[src/rtl/hazard_ctrl_pkg.sv]
// Shared types, constants and helpers for the pipeline hazard unit.
package hazard_ctrl_pkg;

   // Register specifier width
   localparam int REG_SIZE = 5;

   // EX operand forwarding selects
   localparam logic [1:0] FWD_REG = 2'b00;
   localparam logic [1:0] FWD_WB  = 2'b01;
   localparam logic [1:0] FWD_MEM = 2'b10;

   // Multi-cycle (MULT/DIV) hold FSM states
   typedef enum logic {
      MD_IDLE = 1'b0,
      MD_BUSY = 1'b1
   } md_state_e;

   // A source register depends on a later stage's result only when that stage
   // really writes the register file and the destination is not the zero register.
   function automatic logic reg_match(
      input logic                we,
      input logic [REG_SIZE-1:0] wr,
      input logic [REG_SIZE-1:0] src
   );
      return we && (wr != 5'd0) && (wr == src);
   endfunction

endpackage

[src/rtl/md_stall_fsm.sv]
// Hold FSM for multi-cycle MULT/DIV ops: keeps EX stationary for exactly
// N cycles (N = DIV_CYCLES or MULT_CYCLES) and pulses mdDone on the final one.
module md_stall_fsm
   import hazard_ctrl_pkg::*;
#(
   parameter int MULT_CYCLES = 4,
   parameter int DIV_CYCLES  = 8
) (
   input  logic clk,
   input  logic rst,
   input  logic mdStartE,
   input  logic mdDivE,
   output logic mdStall,
   output logic mdBusy,
   output logic mdDone
);

   localparam int MAX_CYCLES = (MULT_CYCLES > DIV_CYCLES) ? MULT_CYCLES : DIV_CYCLES;
   localparam int CNT_W      = $clog2(MAX_CYCLES) + 1;

   // The IDLE cycle that accepts the op is already a stall cycle, so the
   // counter loads N-1 and the op leaves EX on the cycle it reaches zero.
   localparam logic [CNT_W-1:0] MULT_LOAD = CNT_W'(MULT_CYCLES - 1);
   localparam logic [CNT_W-1:0] DIV_LOAD  = CNT_W'(DIV_CYCLES - 1);
   localparam logic [CNT_W-1:0] CNT_ZERO  = {CNT_W{1'b0}};
   localparam logic [CNT_W-1:0] CNT_ONE   = {{(CNT_W-1){1'b0}}, 1'b1};

   md_state_e        r_state;
   md_state_e        w_state_nxt;
   logic [CNT_W-1:0] r_cnt;
   logic [CNT_W-1:0] w_cnt_nxt;
   logic             w_stall;
   logic             w_done;

   // State and countdown registers, cleared asynchronously by reset
   always_ff @(posedge clk or negedge rst) begin
      if (!rst) begin
         r_state <= MD_IDLE;
         r_cnt   <= CNT_ZERO;
      end else begin
         r_state <= w_state_nxt;
         r_cnt   <= w_cnt_nxt;
      end
   end

   // Next-state, countdown and raw stall/done decode
   always_comb begin
      w_state_nxt = r_state;
      w_cnt_nxt   = r_cnt;
      w_stall     = 1'b0;
      w_done      = 1'b0;
      case (r_state)
         MD_IDLE: begin
            if (mdStartE) begin
               w_state_nxt = MD_BUSY;
               w_cnt_nxt   = mdDivE ? DIV_LOAD : MULT_LOAD;
               w_stall     = 1'b1;
            end else begin
               w_state_nxt = MD_IDLE;
            end
         end
         MD_BUSY: begin
            // mdStartE here belongs to the op being held, so it never restarts the count
            if (r_cnt != CNT_ZERO) begin
               w_cnt_nxt = r_cnt - CNT_ONE;
               w_stall   = 1'b1;
            end else begin
               w_state_nxt = MD_IDLE;
               w_done      = 1'b1;
            end
         end
         default: begin
            w_state_nxt = MD_IDLE;
            w_cnt_nxt   = CNT_ZERO;
         end
      endcase
   end

   // Outputs forced low while reset is held so stalls drop the same instant
   always_comb begin
      if (!rst) begin
         mdStall = 1'b0;
         mdBusy  = 1'b0;
         mdDone  = 1'b0;
      end else begin
         mdStall = w_stall;
         mdBusy  = (r_state == MD_BUSY);
         mdDone  = w_done;
      end
   end

endmodule

[src/rtl/hazard_ctrl.sv]
// Pipeline hazard unit: forwarding selects for EX and the ID branch compare,
// load-use / branch stalls, taken-branch flush, and multi-cycle op holds.
module hazard_ctrl
   import hazard_ctrl_pkg::*;
#(
   parameter int MULT_CYCLES = 4,
   parameter int DIV_CYCLES  = 8
) (
   input  logic                clk,
   input  logic                rst,
   input  logic [REG_SIZE-1:0] rsD,
   input  logic [REG_SIZE-1:0] rtD,
   input  logic [REG_SIZE-1:0] rsE,
   input  logic [REG_SIZE-1:0] rtE,
   input  logic [REG_SIZE-1:0] writeRegE,
   input  logic [REG_SIZE-1:0] writeRegM,
   input  logic [REG_SIZE-1:0] writeRegW,
   input  logic                Regfile_weE,
   input  logic                Regfile_weM,
   input  logic                Regfile_weW,
   input  logic                memToRegE,
   input  logic                memToRegM,
   input  logic                branchD,
   input  logic                pcSrcD,
   input  logic                mdStartE,
   input  logic                mdDivE,
   output logic                stallF,
   output logic                stallD,
   output logic                stallE,
   output logic                flushD,
   output logic                flushE,
   output logic                flushM,
   output logic [1:0]          forwardAE,
   output logic [1:0]          forwardBE,
   output logic                forwardAD,
   output logic                forwardBD,
   output logic                mdBusy,
   output logic                mdDone
);

   logic w_md_stall;
   logic w_md_busy;
   logic w_md_done;

   logic w_rs_e_m;
   logic w_rs_e_w;
   logic w_rt_e_m;
   logic w_rt_e_w;
   logic w_rs_d_e;
   logic w_rt_d_e;
   logic w_rs_d_m;
   logic w_rt_d_m;
   logic w_lw_stall;
   logic w_br_stall;

   md_stall_fsm #(
      .MULT_CYCLES (MULT_CYCLES),
      .DIV_CYCLES  (DIV_CYCLES)
   ) u_md_fsm (
      .clk      (clk),
      .rst      (rst),
      .mdStartE (mdStartE),
      .mdDivE   (mdDivE),
      .mdStall  (w_md_stall),
      .mdBusy   (w_md_busy),
      .mdDone   (w_md_done)
   );

   assign w_rs_e_m = reg_match(Regfile_weM, writeRegM, rsE);
   assign w_rs_e_w = reg_match(Regfile_weW, writeRegW, rsE);
   assign w_rt_e_m = reg_match(Regfile_weM, writeRegM, rtE);
   assign w_rt_e_w = reg_match(Regfile_weW, writeRegW, rtE);
   assign w_rs_d_e = reg_match(Regfile_weE, writeRegE, rsD);
   assign w_rt_d_e = reg_match(Regfile_weE, writeRegE, rtD);
   assign w_rs_d_m = reg_match(Regfile_weM, writeRegM, rsD);
   assign w_rt_d_m = reg_match(Regfile_weM, writeRegM, rtD);

   // A load in EX cannot forward in time for an ID consumer
   assign w_lw_stall = memToRegE && (w_rs_d_e || w_rt_d_e);

   // The ID branch compare needs its operands now: anything still in EX,
   // or a load still in MEM, forces a wait
   assign w_br_stall = branchD &&
                       ((w_rs_d_e || w_rt_d_e) ||
                        (memToRegM && (w_rs_d_m || w_rt_d_m)));

   // Forwarding selects, stall/flush priority, all gated low during reset
   always_comb begin
      stallF    = 1'b0;
      stallD    = 1'b0;
      stallE    = 1'b0;
      flushD    = 1'b0;
      flushE    = 1'b0;
      flushM    = 1'b0;
      forwardAE = FWD_REG;
      forwardBE = FWD_REG;
      forwardAD = 1'b0;
      forwardBD = 1'b0;
      mdBusy    = 1'b0;
      mdDone    = 1'b0;
      if (!rst) begin
         stallF = 1'b0;
      end else begin
         // MEM is the newer result, so it wins over WB
         if (w_rs_e_m) begin
            forwardAE = FWD_MEM;
         end else if (w_rs_e_w) begin
            forwardAE = FWD_WB;
         end else begin
            forwardAE = FWD_REG;
         end
         if (w_rt_e_m) begin
            forwardBE = FWD_MEM;
         end else if (w_rt_e_w) begin
            forwardBE = FWD_WB;
         end else begin
            forwardBE = FWD_REG;
         end
         forwardAD = w_rs_d_m && !memToRegM;
         forwardBD = w_rt_d_m && !memToRegM;
         mdBusy    = w_md_busy;
         mdDone    = w_md_done;

         if (w_md_stall) begin
            // Hold the op in EX; bubble MEM instead, never kill EX or flush ID
            stallF = 1'b1;
            stallD = 1'b1;
            stallE = 1'b1;
            flushM = 1'b1;
         end else if (w_lw_stall || w_br_stall) begin
            stallF = 1'b1;
            stallD = 1'b1;
            flushE = 1'b1;
         end else if (pcSrcD) begin
            flushD = 1'b1;
         end else begin
            flushD = 1'b0;
         end
      end
   end

endmodule
[config.mk]
export PLATFORM = sky130hd
export DESIGN_NAME = hazard_ctrl
export DESIGN_NICKNAME = d
export VERILOG_FILES = /design/src/rtl/hazard_ctrl_pkg.sv /design/src/rtl/md_stall_fsm.sv /design/src/rtl/hazard_ctrl.sv
export SDC_FILE = /design/constraint.sdc
export NUM_CORES = 1
export LEC_CHECK = 0
export ABC_AREA = 1
export BUFFER_PORTS_ARGS = -buffer_cell sky130_fd_sc_hd__buf_2
export CAP_MARGIN = 25
export CORE_MARGIN = 2
export CORE_UTILIZATION = 43
export CTS_CLUSTER_SIZE = 20
export DETAILED_ROUTE_END_ITERATION = 6
export PLACE_DENSITY = 0.8
export SYNTH_ARGS = -nofsm -noshare
export SYNTH_HDL_FRONTEND = slang
export SYNTH_SLANG_ARGS = --single-unit
[constraint.sdc]
create_clock -name clk -period 1.6 [get_ports clk]
set_input_delay 0.32 -clock clk [delete_from_list [all_inputs] [get_ports clk]]
set_output_delay 0.32 -clock clk [all_outputs]
set_load 0.005 [all_outputs]
==> results_dict.tcl, run 1 <==
set metrics [dict create \
    intPower_mw 0.8423 \
    avgSynthCellArea_um2 6.139 \
    synth_edf_count 0 \
    h-tree-depth 1 \
    dp_hpwl_um 2186 \
    clkTransAtPathRegs_ns 0.04 \
    p_per_area_mw_per_mm2 866.3 \
    status "complete, but fails checks" \
    violations "setup timing" \
    grt_util_met2_pct 43.88 \
    yosys.area.top_type_share_pct 16.84 \
    synthTopCellsByCount "nand2_1 (32), nor2_1 (26), inv_1 (20), xor2_1 (19), nand3_1 (11)" \
    ios 60 \
    tightest_slew_ns 0.3652 \
    num_rows 17 \
    ys_dominant_reg_cell "dfrtp_1" \
    grt_pass1_vias 1213 \
    wl_um 3912 \
    seq_area_um2 125.1 \
    synthTopCellsByArea "xor2_1 (17%), dfrtp_1 (13%), nand2_1 (12%)" \
    cts_buffer_depth 2 \
    layoutNonFillerInstCount 269 \
    layout_setup_ws_ns -0.1910 \
    wire_per_inst_um 14.54 \
    fill_cells 164 \
    cts_root_buf "clkbuf_4" \
    critPathKind "input pin to primary output" \
    crit_required_ns 1.28 \
    multiInputGateArea_um2 882.1 \
    remaining_drc_errors 0 \
    p_switching_mw 0.6340 \
    synthToLayoutAreaGrowth_pct 72.40 \
    synth_most_common_cell "nand2_1" \
    io_buffers 59 \
    place_congestion 0.8795 \
    fin_skew_ns 0.009557 \
    p_comb_share_pct 70.4 \
    diodes 0 \
    slew_headroom_pct 75.65 \
    ys_seq_area_share_pct 12.66 \
    netSwitchingFraction_pct 42.95 \
    maxCapViolations 0 \
    rsz0062_at_grt "true" \
    hold_ws_ns 0.3408 \
    yosys_warnings 0 \
    worstHoldPathCells 3 \
    grt_pass1_wl_um 4843 \
    final_max_slew_viol_count 0 \
    start_util_pct 45.12 \
    synth_area_um2 988.4 \
    use_met1_pct 26.05 \
    yosysUniqueCellTypes 29 \
    period_share_pct 111.9 \
    postSynth.asyncResetShare_pct 100.0 \
    finalNetCount 289 \
    routed_via_density 5.216 \
    irDropWorstVdd_mv 1.418 \
    clkPwrFrac_pct 10.3 \
    die_y_um 51.95 \
    dp_cells 249 \
    p_leak_nw 0.9111 \
    cp.arrival_ns 1.47 \
    first_pass_iters 5 \
    grt_util_met3_pct 4.885 \
    finalCriticalPeriod_ns 1.791 \
    grt_max_degree 8 \
    synth_cells 161 \
    synth_top_area_cell "xor2_1" \
    cp-end-kind "primary output" \
    start_kind "input pin" \
    dieArea_mm2 0.002698 \
    cts_sinks 5 \
    rr_worst_depth 11 \
    cts_buffers 3 \
    core_mm2 0.002191 \
    setup_viol 12 \
    gr-usage-all-layers_pct 23.50 \
    grt-ovfl-total 0 \
    design_area_mm2 0.001704 \
    vias 1403 \
    clk_latency_ns 0.25 \
    p_seq_share_pct 19.3 \
    fmax_mhz 558.3 \
    placed_cell_area_mm2 0.001321 \
    synth_nets 208 \
    cts_tree "yes" \
    tns_ns -1.023 \
    ys_ff_latch 5 \
    drtIter0Drc 43 \
    drive_gt1_share_pct 49.38 \
    postRouteAntennaNets 0 \
    gr-max-usage-layer "met2" \
    finalHoldViolCount 0 \
    crit_fanout 5 \
    hold_path_class "input pin to flop" \
    antenna_found_initial 0 \
    die_w_um 51.95 \
]
[state kept, by name, indices dropped and copies added (netlist names)]
signal and flops:
u_md_fsm.r_state 1, u_md_fsm.r_cnt 4
[worst max-delay path, cell delays in order]
cell	delay [ns]
buf_2	0.18
nand3b_1	0.16
nand2_1	0.08
inv_2	0.09
nand3_1	0.11
nand2_1	0.09
nand2_2	0.05
nand2_2	0.07
nand2_2	0.07
nor2_2	0.12
buf_2	0.13
[kinds of logic after synthesis]
| logic type | after synthesis | share of synthesized area, % |
|---|---|---|
| simple gates | 81 | 35.70 |
| xor+xnor | 29 | 26.46 |
| buf+inv | 27 | 13.04 |
| compound gates | 18 | 10.89 |
| flops | 5 | 12.66 |
| fa+ha+maj | 1 | 1.266 |
[worst paths after layout]
path | end | slack [ns] | start
min in group asynchronous | u_md_fsm.r_cnt[0]$_DFFE_PN0P_ | 0.61 | rst
worst min-delay path | u_md_fsm.r_cnt[2]$_DFFE_PN0P_ | 0.34 | mdDivE
worst max register to register | u_md_fsm.r_cnt[3]$_DFFE_PN0P_ | -0.04 | u_md_fsm.r_cnt[1]$_DFFE_PN0P_
max in group asynchronous | u_md_fsm.r_cnt[3]$_DFFE_PN0P_ | 0.76 | rst
worst max-delay path | flushE | -0.19 | writeRegM[4]
worst min register to register | u_md_fsm.r_cnt[3]$_DFFE_PN0P_ | 0.51 | u_md_fsm.r_cnt[3]$_DFFE_PN0P_
[layer usage]
layer | up-vias | part of all wire (%) | wire (µm)
met5 | - | 0 | 0
met4 | 0 | 3.6 | 140
met3 | 21 | 9.0 | 351
met2 | 92 | 50 | 1951
met1 | 624 | 38 | 1469
li1 | 666 | - | -
[power by group through the flow]
stage	Sequential, mW	Clock (mW)	Combinational [mW]
after global routing	0.285	0.161	1.13
after detailed placement	0.250	0	0.585
after floorplan	0.240	0	0.401
after global placement	0.249	0	0.580
after CTS	0.269	0.152	0.767
final	0.285	0.152	1.04
[what timing repair did]
item,in CTS,in global routing
setup buffers,6,11
hold endpoints to repair,5,0
endpoints found under the setup margin,8,13
hold buffers,1,0
gates resized for setup,12,49
pin swaps,7,30
[stage by stage]
stage               setup WS [ns]  util, %  total power [mW]
finish                    -0.1910    77.78             1.476
global route              -0.2803    77.78             1.579
CTS                      -0.04626    66.13             1.188
detailed placement       -0.06121    60.31            0.8350
global placement         -0.05315    60.31            0.8290
floorplan                 0.03447        -            0.6412
[cell usage in the layout (no fill, tap or decap), types with 6 or more instances in the layout]
| cell | count |
|---|---|
| xor2_1 | 19 |
| nand2_1 | 27 |
| nand2_2 | 7 |
| buf_4 | 22 |
| buf_6 | 7 |
| nand3_1 | 6 |
| inv_1 | 17 |
| buf_2 | 48 |
| nor2_1 | 20 |
| nor2_2 | 6 |
[layout make-up]
| type | count | share of cell area [%] |
|---|---|---|
| Multi-Input combinational cell | 129 | 51.76 |
| Timing Repair Buffer | 82 | 32.38 |
| Sequential cell | 5 | 7.342 |
| Inverter | 21 | 4.919 |
| Tap cell | 28 | 2.056 |
| Clock buffer | 4 | 1.542 |
Power figures use the tool's default switching activity.
==> run 2, diff against run 1 <==
- SETUP_SLACK_MARGIN: unset -> 0.5
==> results_dict.tcl, run 2 (same netlist as run 1, synthesis figures left out) <==
set metrics [dict create \
    fmax_mhz 583.3 \
    crit_fanout 4 \
    layoutNonFillerInstCount 267 \
    rr_worst_depth 7 \
    cts_buffer_depth 2 \
    die_w_um 51.95 \
    cts_sinks 5 \
    grt_pass1_wl_um 5423 \
    setup_viol 8 \
    layout_setup_ws_ns -0.1145 \
    dp_cells 251 \
    synthToLayoutAreaGrowth_pct 80.76 \
    finalHoldViolCount 0 \
    cp.arrival_ns 1.39 \
    final_max_slew_viol_count 0 \
    p_leak_nw 0.9239 \
    start_kind "flop" \
    cp-end-kind "primary output" \
    design_area_mm2 0.001787 \
    fin_skew_ns 0.007730 \
    wire_per_inst_um 14.25 \
    cts_buffers 3 \
    regMostFlops "u_md_fsm.r_cnt" \
    final_cell_mix "buf_2 (49), nand2_1 (27), nor2_1 (19), xor2_1 (17)" \
    critPathKind "flop to primary output" \
    maxCapViolations 0 \
    hold_start "mdStartE" \
    slew_headroom_pct 77.48 \
    r2r_slack_ns 0.18 \
    start_util_pct 45.12 \
    timing.rr.start "u_md_fsm.r_cnt[2]$_DFFE_PN0P_" \
    drtIter0Drc 29 \
    ios 60 \
    routed_via_density 5.011 \
    num_rows 17 \
    rsz0062_at_grt "true" \
    violations "setup timing" \
    io_buffers 59 \
    postRouteAntennaNets 0 \
    wl_um 3804 \
    r2r-end "u_md_fsm.r_cnt[2]$_DFFE_PN0P_" \
    gr-usage-all-layers_pct 26.55 \
    remaining_drc_errors 0 \
    p_per_area_mw_per_mm2 834.0 \
    status "complete, but fails checks" \
    placed_cell_area_mm2 0.001390 \
    hold_path_class "input pin to flop" \
    period_share_pct 107.2 \
    grt_max_degree 8 \
    die_y_um 51.95 \
    cts_tree "yes" \
    largest_reg_flops 4 \
    crit_required_ns 1.28 \
    dieArea_mm2 0.002698 \
    h-tree-depth 1 \
    place_ws_ns -0.1093 \
    clk_latency_ns 0.25 \
    cts_root_buf "clkbuf_4" \
    vias 1338 \
    first_pass_iters 5 \
    place_congestion 0.8178 \
    dp_hpwl_um 2325 \
    diodes 0 \
    finalCriticalPeriod_ns 1.714 \
    fill_cells 148 \
    antenna_found_initial 0 \
    biggestRegsByFlops "u_md_fsm.r_cnt x4, u_md_fsm.r_state x1" \
    clkTransAtPathRegs_ns 0.05 \
    final_common_cell "buf_2" \
    grt-ovfl-total 0 \
    grt_pass1_vias 1290 \
    tightest_slew_ns 0.3374 \
    worstHoldPathCells 4 \
    drive_gt1_share_pct 52.72 \
    irDropWorstVdd_mv 0.8393 \
    utilization_pct 81.55 \
    finalNetCount 287 \
    min_to "u_md_fsm.r_cnt[3]$_DFFE_PN0P_" \
    core_mm2 0.002191 \
]
==> run 2: cell types whose count changed in the layout (fill, tap and decap cells not counted), moves of 2 or more <==
cell     before  now
xor2_1       19   17
o21ai_1       2    4
inv_2         3    6
inv_1        17   14
buf_6         7   14
o21ai_0       2    0
xor2_2        0    2
buf_4        22   11
==> run 2: through the flow <==
stage / TNS (ns) / hold slack, ns / total power [mW]
global placement: -0.4010 / 0.2359 / 0.8838
floorplan: 0 / 0.02441 / 0.7086
global route: -0.9783 / 0.3976 / 1.565
CTS: -0.09757 / 0.3298 / 1.286
detailed placement: -0.5353 / 0.2373 / 0.8986
finish: -0.4717 / 0.3742 / 1.490
==> run 2: worst max path at each step <==
stage | to | depth (start not counted) | startpoint | slack, ns
final | flushD | 6 | u_md_fsm.r_cnt[2]$_DFFE_PN0P_ | -0.11
after global routing | flushD | 7 | u_md_fsm.r_cnt[1]$_DFFE_PN0P_ | -0.17
after CTS | flushD | 7 | u_md_fsm.r_cnt[1]$_DFFE_PN0P_ | -0.04
after detailed placement | flushE | 13 | writeRegM[1] | -0.11
after global placement | flushE | 11 | writeRegM[0] | -0.10
after floorplan | stallF | 11 | writeRegM[0] | 0.07
==> run 2: final cells by class <==
| class | count | area (µm²) | area share, % |
|---|---|---|---|
| Clock buffer | 4 | 26.28 | 1.471 |
| Inverter | 21 | 81.33 | 4.552 |
| Multi-Input combinational cell | 129 | 937.1 | 52.45 |
| Sequential cell | 5 | 126.4 | 7.073 |
| Tap cell | 28 | 35.03 | 1.961 |
| Timing Repair Buffer | 80 | 580.6 | 32.49 |
==> run 2: timing repair <==
action,CTS,global route
pin swaps,33,4
setup endpoints to repair,19,19
setup buffers,7,4
gates resized for setup,56,12
endpoints found under the hold margin,5,0
hold buffers,1,0
==> run 2: worst max-delay path, stage by stage (launching register included) <==
cell	delay (ns)
dfrtp_1	0.45
nor2_4	0.15
nand3_4	0.11
o21ai_4	0.13
nand3_2	0.11
nor2_1	0.09
buf_2	0.11
==> run 2: per-layer routing <==
| metal | global-route usage (%) | routed length, µm | vias up |
|---|---|---|---|
| met2 | 54.85 | 2112 | 65 |
| met5 | 0 | 0 | - |
| li1 | - | - | 660 |
| met3 | 2.299 | 274 | 12 |
| met1 | 27.96 | 1346 | 601 |
| met4 | 6.140 | 70 | 0 |
==> run 2: report_power, final <==
group / leakage (nW) / internal [mW] / switching, mW / total [mW]
Combinational: 0.854 / 0.524 / 0.523 / 1.05
Clock: 0.0150 / 0.0947 / 0.0590 / 0.154
Sequential: 0.0554 / 0.199 / 0.0897 / 0.289
Total: 0.924 / 0.818 / 0.672 / 1.49
